<file path="src/rtl/rk8e_dbreak_pkg.sv">
// Shared parameters for the RK8E data-break path: CPU break-cycle major-state
// codes, the initiator's FSM encoding and the sector word counts.
package rk8e_dbreak_pkg;

    // CPU major-state codes for the four data-break cycles
    localparam logic [4:0] DB0 = 5'd16;
    localparam logic [4:0] DB1 = 5'd17;
    localparam logic [4:0] DB2 = 5'd18;
    localparam logic [4:0] DB3 = 5'd19;

    typedef enum logic [2:0] {
        IDLE  = 3'd0,
        FILL  = 3'd1,
        REQ   = 3'd2,
        XFER  = 3'd3,
        DRAIN = 3'd4
    } fsm_t;

    localparam logic [8:0] WORDS_FULL = 9'd256;
    localparam logic [8:0] WORDS_HALF = 9'd128;

endpackage

</file>
<file path="src/rtl/rk8e_dbreak.sv">
// Data-break initiator: moves one disk sector between the disk word streams and
// PDP-8 core by requesting CPU break cycles and driving the DMA address/data.
module rk8e_dbreak
    import rk8e_dbreak_pkg::*;
(
    input  logic        clk,
    input  logic        reset,
    input  logic        go,
    input  logic        dir,
    input  logic        half,
    input  logic [0:14] base_addr,
    input  logic [4:0]  state,
    output logic        break_req,
    output logic [0:14] dmaAddr,
    output logic [0:11] disk2mem,
    output logic        to_disk,
    input  logic [0:11] mem2disk,
    input  logic [11:0] s_data,
    input  logic        s_valid,
    output logic        s_ready,
    output logic [11:0] m_data,
    output logic        m_valid,
    input  logic        m_ready,
    output logic        busy,
    output logic        done
);

    fsm_t        fsm_reg, fsm_next;
    logic [8:0]  count_reg, count_next;
    logic        break_req_reg, break_req_next;
    logic [0:14] dma_addr_reg, dma_addr_next;
    logic [0:11] disk2mem_reg, disk2mem_next;
    logic        to_disk_reg, to_disk_next;
    logic        s_ready_reg, s_ready_next;
    logic [11:0] m_data_reg, m_data_next;
    logic        m_valid_reg, m_valid_next;
    logic        busy_reg, busy_next;
    logic        done_reg, done_next;

    always_ff @(posedge clk) begin
        if (reset) begin
            fsm_reg       <= IDLE;
            count_reg     <= '0;
            break_req_reg <= 1'b0;
            dma_addr_reg  <= '0;
            disk2mem_reg  <= '0;
            to_disk_reg   <= 1'b0;
            s_ready_reg   <= 1'b0;
            m_data_reg    <= '0;
            m_valid_reg   <= 1'b0;
            busy_reg      <= 1'b0;
            done_reg      <= 1'b0;
        end else begin
            fsm_reg       <= fsm_next;
            count_reg     <= count_next;
            break_req_reg <= break_req_next;
            dma_addr_reg  <= dma_addr_next;
            disk2mem_reg  <= disk2mem_next;
            to_disk_reg   <= to_disk_next;
            s_ready_reg   <= s_ready_next;
            m_data_reg    <= m_data_next;
            m_valid_reg   <= m_valid_next;
            busy_reg      <= busy_next;
            done_reg      <= done_next;
        end
    end

    // to_disk_reg doubles as the latched transfer direction while busy
    always_comb begin
        fsm_next       = fsm_reg;
        count_next     = count_reg;
        break_req_next = break_req_reg;
        dma_addr_next  = dma_addr_reg;
        disk2mem_next  = disk2mem_reg;
        to_disk_next   = to_disk_reg;
        s_ready_next   = s_ready_reg;
        m_data_next    = m_data_reg;
        m_valid_next   = m_valid_reg;
        busy_next      = busy_reg;
        done_next      = 1'b0;

        case (fsm_reg)
            IDLE: begin
                if (go) begin
                    to_disk_next  = dir;
                    dma_addr_next = base_addr;
                    count_next    = half ? WORDS_HALF : WORDS_FULL;
                    busy_next     = 1'b1;
                    if (dir) begin
                        fsm_next = REQ;
                    end else begin
                        s_ready_next = 1'b1;
                        fsm_next     = FILL;
                    end
                end
            end

            FILL: begin
                if (s_valid && s_ready_reg) begin
                    disk2mem_next = s_data;
                    s_ready_next  = 1'b0;
                    fsm_next      = REQ;
                end
            end

            // Only a DB0 answering our own outstanding request counts as a grant
            REQ: begin
                if (break_req_reg && state == DB0) begin
                    break_req_next = 1'b0;
                    fsm_next       = XFER;
                end else begin
                    break_req_next = 1'b1;
                end
            end

            XFER: begin
                if (state == DB3) begin
                    dma_addr_next = {dma_addr_reg[0:2], dma_addr_reg[3:14] + 12'd1};
                    if (to_disk_reg) begin
                        m_data_next  = mem2disk;
                        m_valid_next = 1'b1;
                        fsm_next     = DRAIN;
                    end else begin
                        count_next = count_reg - 9'd1;
                        if (count_reg == 9'd1) begin
                            done_next    = 1'b1;
                            busy_next    = 1'b0;
                            to_disk_next = 1'b0;
                            fsm_next     = IDLE;
                        end else begin
                            s_ready_next = 1'b1;
                            fsm_next     = FILL;
                        end
                    end
                end
            end

            DRAIN: begin
                if (m_valid_reg && m_ready) begin
                    m_valid_next = 1'b0;
                    count_next   = count_reg - 9'd1;
                    if (count_reg == 9'd1) begin
                        done_next    = 1'b1;
                        busy_next    = 1'b0;
                        to_disk_next = 1'b0;
                        fsm_next     = IDLE;
                    end else begin
                        fsm_next = REQ;
                    end
                end
            end

            default: fsm_next = IDLE;
        endcase
    end

    assign break_req = break_req_reg;
    assign dmaAddr   = dma_addr_reg;
    assign disk2mem  = disk2mem_reg;
    assign to_disk   = to_disk_reg;
    assign s_ready   = s_ready_reg;
    assign m_data    = m_data_reg;
    assign m_valid   = m_valid_reg;
    assign busy      = busy_reg;
    assign done      = done_reg;

endmodule

</file>
<file path="config.mk">
export PLATFORM = sky130hd
export DESIGN_NAME = rk8e_dbreak
export DESIGN_NICKNAME = d
export VERILOG_FILES = /design/src/rtl/rk8e_dbreak_pkg.sv /design/src/rtl/rk8e_dbreak.sv
export SDC_FILE = /design/constraint.sdc
export NUM_CORES = 1
export LEC_CHECK = 0
export BUFFER_PORTS_ARGS = -buffer_cell sky130_fd_sc_hd__buf_2
export CORE_MARGIN = 2
export CORE_UTILIZATION = 54
export CTS_CLUSTER_SIZE = 28
export DETAILED_ROUTE_END_ITERATION = 7
export PLACE_DENSITY = 0.85
export SYNTH_ARGS = -nofsm -noshare
export SYNTH_HDL_FRONTEND = slang
export SYNTH_SLANG_ARGS = --single-unit
</file>
<file path="constraint.sdc">
create_clock -name clk -period 4 [get_ports clk]
set_input_delay 0.8 -clock clk [delete_from_list [all_inputs] [get_ports clk]]
set_output_delay 0.8 -clock clk [all_outputs]
set_load 0.05 [all_outputs]
</file>
Word level (Yosys, flattened, before mapping)
Cells that the tools add are included.
- flip-flop bits (word level): 57
- word-level logic and storage cells: 97
- bits of input ports: 51
- mux-type cells: 48
- reduce and logical (&&, ||, !) cells: 17
- bitwise operators: 1
- eq/ne operators: 17
- add/subtract/negate cells: 2
- operators by type and width (kind ; count):
    2-to-1 mux 9 bit ; 5
    case mux 15 bit (2 select lines) ; 1
    case mux 9 bit (3 select lines) ; 1
    2-to-1 mux 1 bit ; 25
    != test 2 bit (second input constant) ; 10
    2-to-1 mux 3 bit ; 6
    2-to-1 mux 15 bit ; 1
    case mux 3 bit (5 select lines) ; 1
    AND reduction 5 bit ; 3
    adder 12 x 1 -> 12 bit (second input constant) ; 1
    2-to-1 mux 12 bit ; 1
    == test 5 bit (second input constant) ; 2
    == test 9 x 1 -> 1 bit (second input constant) ; 1
    case mux 1 bit (3 select lines) ; 3
    AND reduction 3 bit ; 3
    subtractor 9 x 1 -> 9 bit (second input constant) ; 1
    AND reduction 7 bit ; 1
    == test 3 x 2 -> 1 bit (second input constant) ; 2
    nonzero test 3 bit ; 2
    2-to-1 mux 2 bit ; 2
    case mux 1 bit (2 select lines) ; 2
    AND reduction 4 bit ; 1
    nonzero test 2 bit ; 2
    == test 3 x 1 -> 1 bit (second input constant) ; 1
    other kinds (5) ; 7

Depth between registers and ports, before layout
Gate-level depths: netlist (run 1).
- word-level depth: 5
- gate-level depth with buffers: 7

Worst setup path before layout (run 1)
No wires, ideal clock.
- path type: input -> register
- start point: in state[3]
- end point: reg count_reg[1]
- library setup time: 0.071 ns
- path buffers: 1
- arrival: 2.270 ns
- slack: 1.659 ns
- stages: 5
- path through: or3b_4 -> or4_4 -> buf_6 -> a221o_1 -> a21oi_1
- word-level cells in the longest chain between the ends: 3
- RTL lines (element ; RTL line ; text):
    from (decl) ; rk8e_dbreak.sv:12 ; input logic [4:0] state,
    == test 5 bit ; rk8e_dbreak.sv:117 ; if (state == DB3) begin
    != test 2 bit (no source line) ; -- ;
    AND reduction 5 bit (no source line) ; -- ;
    to (signal assigned) ; rk8e_dbreak.sv:55 ; count_reg <= count_next;
    to (decl) ; rk8e_dbreak.sv:29 ; logic [8:0] count_reg, count_next;
No other way between the ends.
A chain may end at the register's enable or synchronous reset.

Final worst setup path (run 1)
- start point: reg fsm_reg[1]
- end point: reg count_reg[7]
- word-level cells in the longest chain between the ends: 3
- elaborated cells on any way between the ends: 10
- classes of those cells: eq/ne (6); mux (1); reduce/logical (3)
- RTL lines (element ; RTL line ; text):
    from (decl) ; rk8e_dbreak.sv:28 ; fsm_t fsm_reg, fsm_next;
    from (signal assigned) ; rk8e_dbreak.sv:54 ; fsm_reg <= fsm_next;
    == test 3 x 2 -> 1 bit, or another cell as far along ; rk8e_dbreak.sv:82 ; case (fsm_reg)
    != test 2 bit (no source line) / nonzero test 3 bit (equally long branches) ; -- ;
    AND reduction 5 bit (no source line) ; -- ;
Parallel ways exist; a longest one is shown, timed or not.

==> results of run 1 <==
==> cell usage after synthesis (all sizes together), types with 8 or more instances <==
cell    instances
a21oi          25
clkbuf         18
dfxtp          57
inv             9
mux2i          25
nand2          41
nand3          18
nor2           35
o21ai          10
o32ai           8
==> routing by layer <==
| layer | vias up | part of all wire (%) | global-route usage (%) |
|---|---|---|---|
| met5 | - | 0 | 0 |
| met4 | 0 | 2.2 | 12.1 |
| met3 | 21 | 10 | 6.94 |
| met2 | 179 | 46 | 43.1 |
| met1 | 1405 | 41 | 33.3 |
| li1 | 1457 | - | - |
==> worst min-delay path, stage by stage (launching register included) <==
cell,delay (ps)
dfxtp_1,310
nand2_1,50
a21oi_1,50
==> per-stage QoR <==
step	std cells	instance area, sq um	utilization, %	hold WS [ps]	worst slack (ps)
after floorplan	347	2880	-	439	1660
after global placement	493	3380	66.1	441	1550
after detailed placement	493	3380	66.1	446	1410
after CTS	509	3570	70.0	455	1430
after global routing	509	3570	70.0	490	1220
final	509	3570	70.0	455	1400
==> where the power goes <==
| part | leakage, nW | switching (mW) | internal (mW) |
|---|---|---|---|
| clock | 0.0953 | 0.236 | 0.302 |
| combinational | 1.04 | 0.519 | 0.249 |
| sequential | 0.463 | 0.111 | 0.645 |
| total | 1.60 | 0.867 | 1.20 |
==> layout make-up <==
cell class | count | area share [%]
clock buffers | 11 | 3.96
clock inverters | 5 | 1.54
inverters | 9 | 0.945
multi-input cells | 257 | 44.8
flip-flops and latches | 57 | 31.9
well taps | 70 | 2.45
repair buffers | 100 | 14.4
==> cell families after synthesis <==
logic type / after synthesis / share of synthesized area [%]
multiplexers: 25 / 8.70
buffers and inverters: 33 / 4.79
adder cells (fa/ha/maj): 3 / 1.31
AND/OR/NAND/NOR: 145 / 25.6
AO/OA/AOI/OAI: 84 / 19.9
flip-flops: 57 / 39.7
==> final timing paths <==
check	endpoint	slack, ps
setup / recovery	count_reg[7]	1400
setup reg to reg	count_reg[7]	1400
hold reg to reg	dmaAddr[1]	450
hold / removal	dmaAddr[1]	450
==> results.cfg, run 1 <==
[detailed_routing]
drtPass1Iterations = 6
vias = 3062
via_per_inst = 6.02
drt_iter0_markers = 345
drt.antenna.violating_nets = 0
wl_per_cell_microns = 15.5
drc = 0
wl_microns = 7910

[power]
leakage_nw = 1.60
ir_drop_mv = 0.376
power_density_nw_per_um2 = 577
power_mw = 2.06

[sta]
finalCritPeriodShare_pct = 65.0
slew_headroom_pct = 27.2
fin_skew_ps = 6.04
tightest_slew_ps = 1080
min_period_ps = 2600
tns_ps = 0
fmax_mhz = 385
rsz0062_at_grt = no
setup_viol = 0
maxSlewViolCount = 0
hold_viol_final = 0

[critical_path]
crit_start = fsm_reg[1]
required_ps = 4240
arrival_ps = 2830
crit_family = simple AND/OR/NAND/NOR gates
crit_fanout = 18
cp.buffers_inverters = 0
crit_chain = nand3b_1 > or4_4 > and2_1 > o32ai_1
critical_path_class = flop to flop
rr_startpoint = fsm_reg[1]
cp-end-kind = flop
cp.depth = 4
cp-start-kind = flop
ff2ff_path_depth = 4
cp_slowest_cell = or4_4
slowest_delay_ps = 770

[cts]
clock-sinks = 57
cts_tree = done
clk_latency_ps = 340
clockBufferDepth = 2
cts_buffers = 9
hold_buffers = 0
htree_levels = 3
cts_setup_buffers = 0
cts_resized = 0
root_buffer = clkbuf_8
clk_pin_slew_ps = 70

[yosys]
yosys.area.top_type = dfxtp_1
ys_seq_area_share_pct = 39.7
syn_area_sq_um = 2880
avgSynthCellArea_sq_um = 8.29
syn_inst = 347
ys_ff_latch = 57
synth_nets = 401
async_flop_share_pct = 0
yosysTopAreaCellShare_pct = 39.7
yosys_warnings = 0
synth_edf_count = 0
synth_area_leaders = dfxtp_1 40%, mux2i_1 8.7%, nand2_1 5.4%
synthFlopType = dfxtp_1
ys_types = 53

[floorplanning]
die_area_sq_um = 5920
placeableCoreArea_sq_um = 5110
start_util_pct = 56.3
rows = 26
dieWidth_microns = 77.0
die_h_microns = 77.0
io_pins = 96

[layout]
syn2layout_area_growth_pct = 24.3
n_antenna_cell = 0
nNetsFinal = 488
num-fill-cells = 412
drive_gt1_share_pct = 28.2
layout_common_cells = 95 x buf_2, 57 x dfxtp_1, 41 x nand2_1
ff_latch_area_sq_um = 1140
largest_reg_flops = 15
mostFrequentLayoutCell = buf_2
multi_input_area_sq_um = 1600

[hold_path]
whs_path_depth = 2
min_path_type = flop to flop
holdCritStartpoint = dmaAddr[1]

[global_routing]
grt_pass1_wl_microns = 12900
overflow = 0
grt_max_degree = 33
antenna_found_initial = 0
grt_usage_pct = 26.6
first_global_vias = 2895

[run_status]
status = finished, final reports clean

[place]
dpl.hpwl_microns = 5570
portBuffers = 95
gp_congestion = 0.980

[job]
maxCapViolCount = 0
(Power assumes the default switching activity.)
==> run 2: changes to the inputs <==
ABC_AREA = 1   (was default)
CORE_UTILIZATION = 51   (was 54)
PLACE_DENSITY = 0.8   (was 0.85)
clock period = 2.41 ns   (was 4 ns; I/O delays follow)
==> results.cfg, run 2 <==
[run_status]
status = finished, final reports clean

[yosys]
synthFlopType = dfxtp_1
synth_edf_count = 0
syn_inst = 447
ys_seq_area_share_pct = 37.1
synth_most_common_cell = nor2_1
ys_types = 33
avgSynthCellArea_sq_um = 6.87
yosys-top-cells-count = 105 x nor2_1, 82 x nand2_1, 57 x dfxtp_1
yosysTopAreaCellShare_pct = 37.1
yosys_warnings = 0
ys_ff_latch = 57
synth_area_leaders = dfxtp_1 37%, nor2_1 13%, nand2_1 10%
yosys.area.top_type = dfxtp_1
synth_nets = 501
async_flop_share_pct = 0
syn_area_sq_um = 3070

[detailed_routing]
vias = 3149
wl_microns = 7480
via_per_inst = 5.07
drtPass1Iterations = 5
wl_per_cell_microns = 12.0
drt_iter0_markers = 177
drc = 0
drt.antenna.violating_nets = 0

[layout]
nNetsFinal = 595
mostFrequentLayoutCell = nor2_1
num-fill-cells = 552
largest_reg_flops = 15
drive_gt1_share_pct = 31.3
fin_util_pct = 64.8
n_antenna_cell = 0
layout_common_cells = 105 x nor2_1, 95 x buf_2, 82 x nand2_1
syn2layout_area_growth_pct = 24.2
final_area_sq_um = 3810

[hold_path]
hold_end = disk2mem[9]
min_path_type = input pin to flop
holdCritStartpoint = s_data[2]
whs_path_depth = 3

[critical_path]
cp_slowest_cell = dfxtp_1
required_ps = 2640
critical_path_class = flop to flop
rrSetupSlack_ps = 530
cp-start-kind = flop
crit_chain = inv_2 > nor2_2 > nand2_2 > nand2_1 > nand2_2 > nor2_4 > nand2_1 > nor2_1 > nor2_1
slowest_delay_ps = 440
rr_startpoint = fsm_reg[0]
ff2ff_path_depth = 9
crit_fanout = 21
cp-end-kind = flop
arrival_ps = 2110
r2r_end = count_reg[7]

[cts]
clk_latency_ps = 340
clk_pin_slew_ps = 60
cts_setup_buffers = 0
htree_levels = 3
clockBufferDepth = 2
cts_buffers = 9
cts_tree = done
hold_buffers = 0
clock-sinks = 57
cts_resized = 0
root_buffer = clkbuf_8

[global_routing]
antenna_found_initial = 0
grt_usage_pct = 23.4
overflow = 0
first_global_vias = 2895
grt_max_degree = 38
grt_pass1_wl_microns = 12100

[sta]
tightest_slew_ps = 473
finalWorstSetupSlack_ps = 532
setup_viol = 0
slew_headroom_pct = 68.2
tns_ps = 0
fin_skew_ps = 9.11
min_period_ps = 1880
hold_viol_final = 0
finalCritPeriodShare_pct = 77.9
fmax_mhz = 532
rsz0062_at_grt = no
maxSlewViolCount = 0

[floorplanning]
rows = 28
die_h_microns = 81.6
placeableCoreArea_sq_um = 5890
dieWidth_microns = 81.6
die_area_sq_um = 6660
io_pins = 96
start_util_pct = 52.2

[power]
ir_drop_mv = 0.634
power_density_nw_per_um2 = 1270
leakage_nw = 1.90
power_mw = 4.85
combPwrFrac_pct = 48.4
p_sw_share_pct = 46.5
clkPwrFrac_pct = 23.9
switchingPower_mw = 2.26
seqPwrFrac_pct = 27.7
p_int_mw = 2.59

[place]
gp_congestion = 0.926
detailedPlace.worstSlack_ps = 572
portBuffers = 95
dpl.hpwl_microns = 5320
dpl_cell_area_sq_um = 3550

[job]
maxCapViolCount = 0
run 2: layer usage:
metal	track usage (%)	share of wire [%]
met4	11.7	1.8
met5	0	0
met3	5.60	7.6
met1	28.4	44
met2	38.6	46
run 2: logic make-up (layout without fill, tap and decap cells):
family	Yosys count	count (layout)	synth area share [%]
compound gates	76	76	14.6
xor+xnor	3	3	0.856
fa+ha+maj	3	3	1.22
buf+inv	57	156	8.88
flops	57	57	37.1
simple gates	251	251	37.3
run 2: worst max path at each step:
stage	start	end	slack, ps	depth (start not counted)
6_report	fsm_reg[0]	count_reg[7]	530	9
3_5_place_dp	fsm_reg[0]	count_reg[7]	570	9
3_3_place_gp	fsm_reg[0]	count_reg[7]	650	9
2_1_floorplan	dmaAddr[12]	dmaAddr[3]	740	7
4_1_cts	fsm_reg[0]	count_reg[7]	540	9
5_1_grt	fsm_reg[0]	count_reg[1]	430	9
run 2: cell type report:
class	instances	area (sq um)	share of cell area [%]
clock buffers	12	165	4.33
clock inverters	4	97.6	2.56
inverters	42	160	4.20
multi-input cells	333	1660	43.5
flip-flops and latches	57	1140	29.9
well taps	75	93.8	2.46
repair buffers	98	498	13.1
run 2: stage by stage:
step | std cells | hold WS, ps
detailed placement | 605 | 455
floorplan | 447 | 463
finish | 621 | 367
CTS | 621 | 358
global placement | 605 | 446
global route | 621 | 371
run 2: power groups by stage:
stage                     clock network (mW)  logic [mW]  registers, mW
after floorplan                            0        1.57           1.77
after global routing                    1.22        2.58           1.37
after CTS                               1.17        2.34           1.34
after global placement                     0        2.27           1.35
after detailed placement                   0        2.32           1.36
final                                   1.16        2.35           1.34
run 2: worst max-delay path, delay by kind of cell, from the launching register on:
family | cells | cell delay (ps)
AND/OR/NAND/NOR | 8 | 1260
flip-flops | 1 | 440
buffers and inverters | 1 | 80
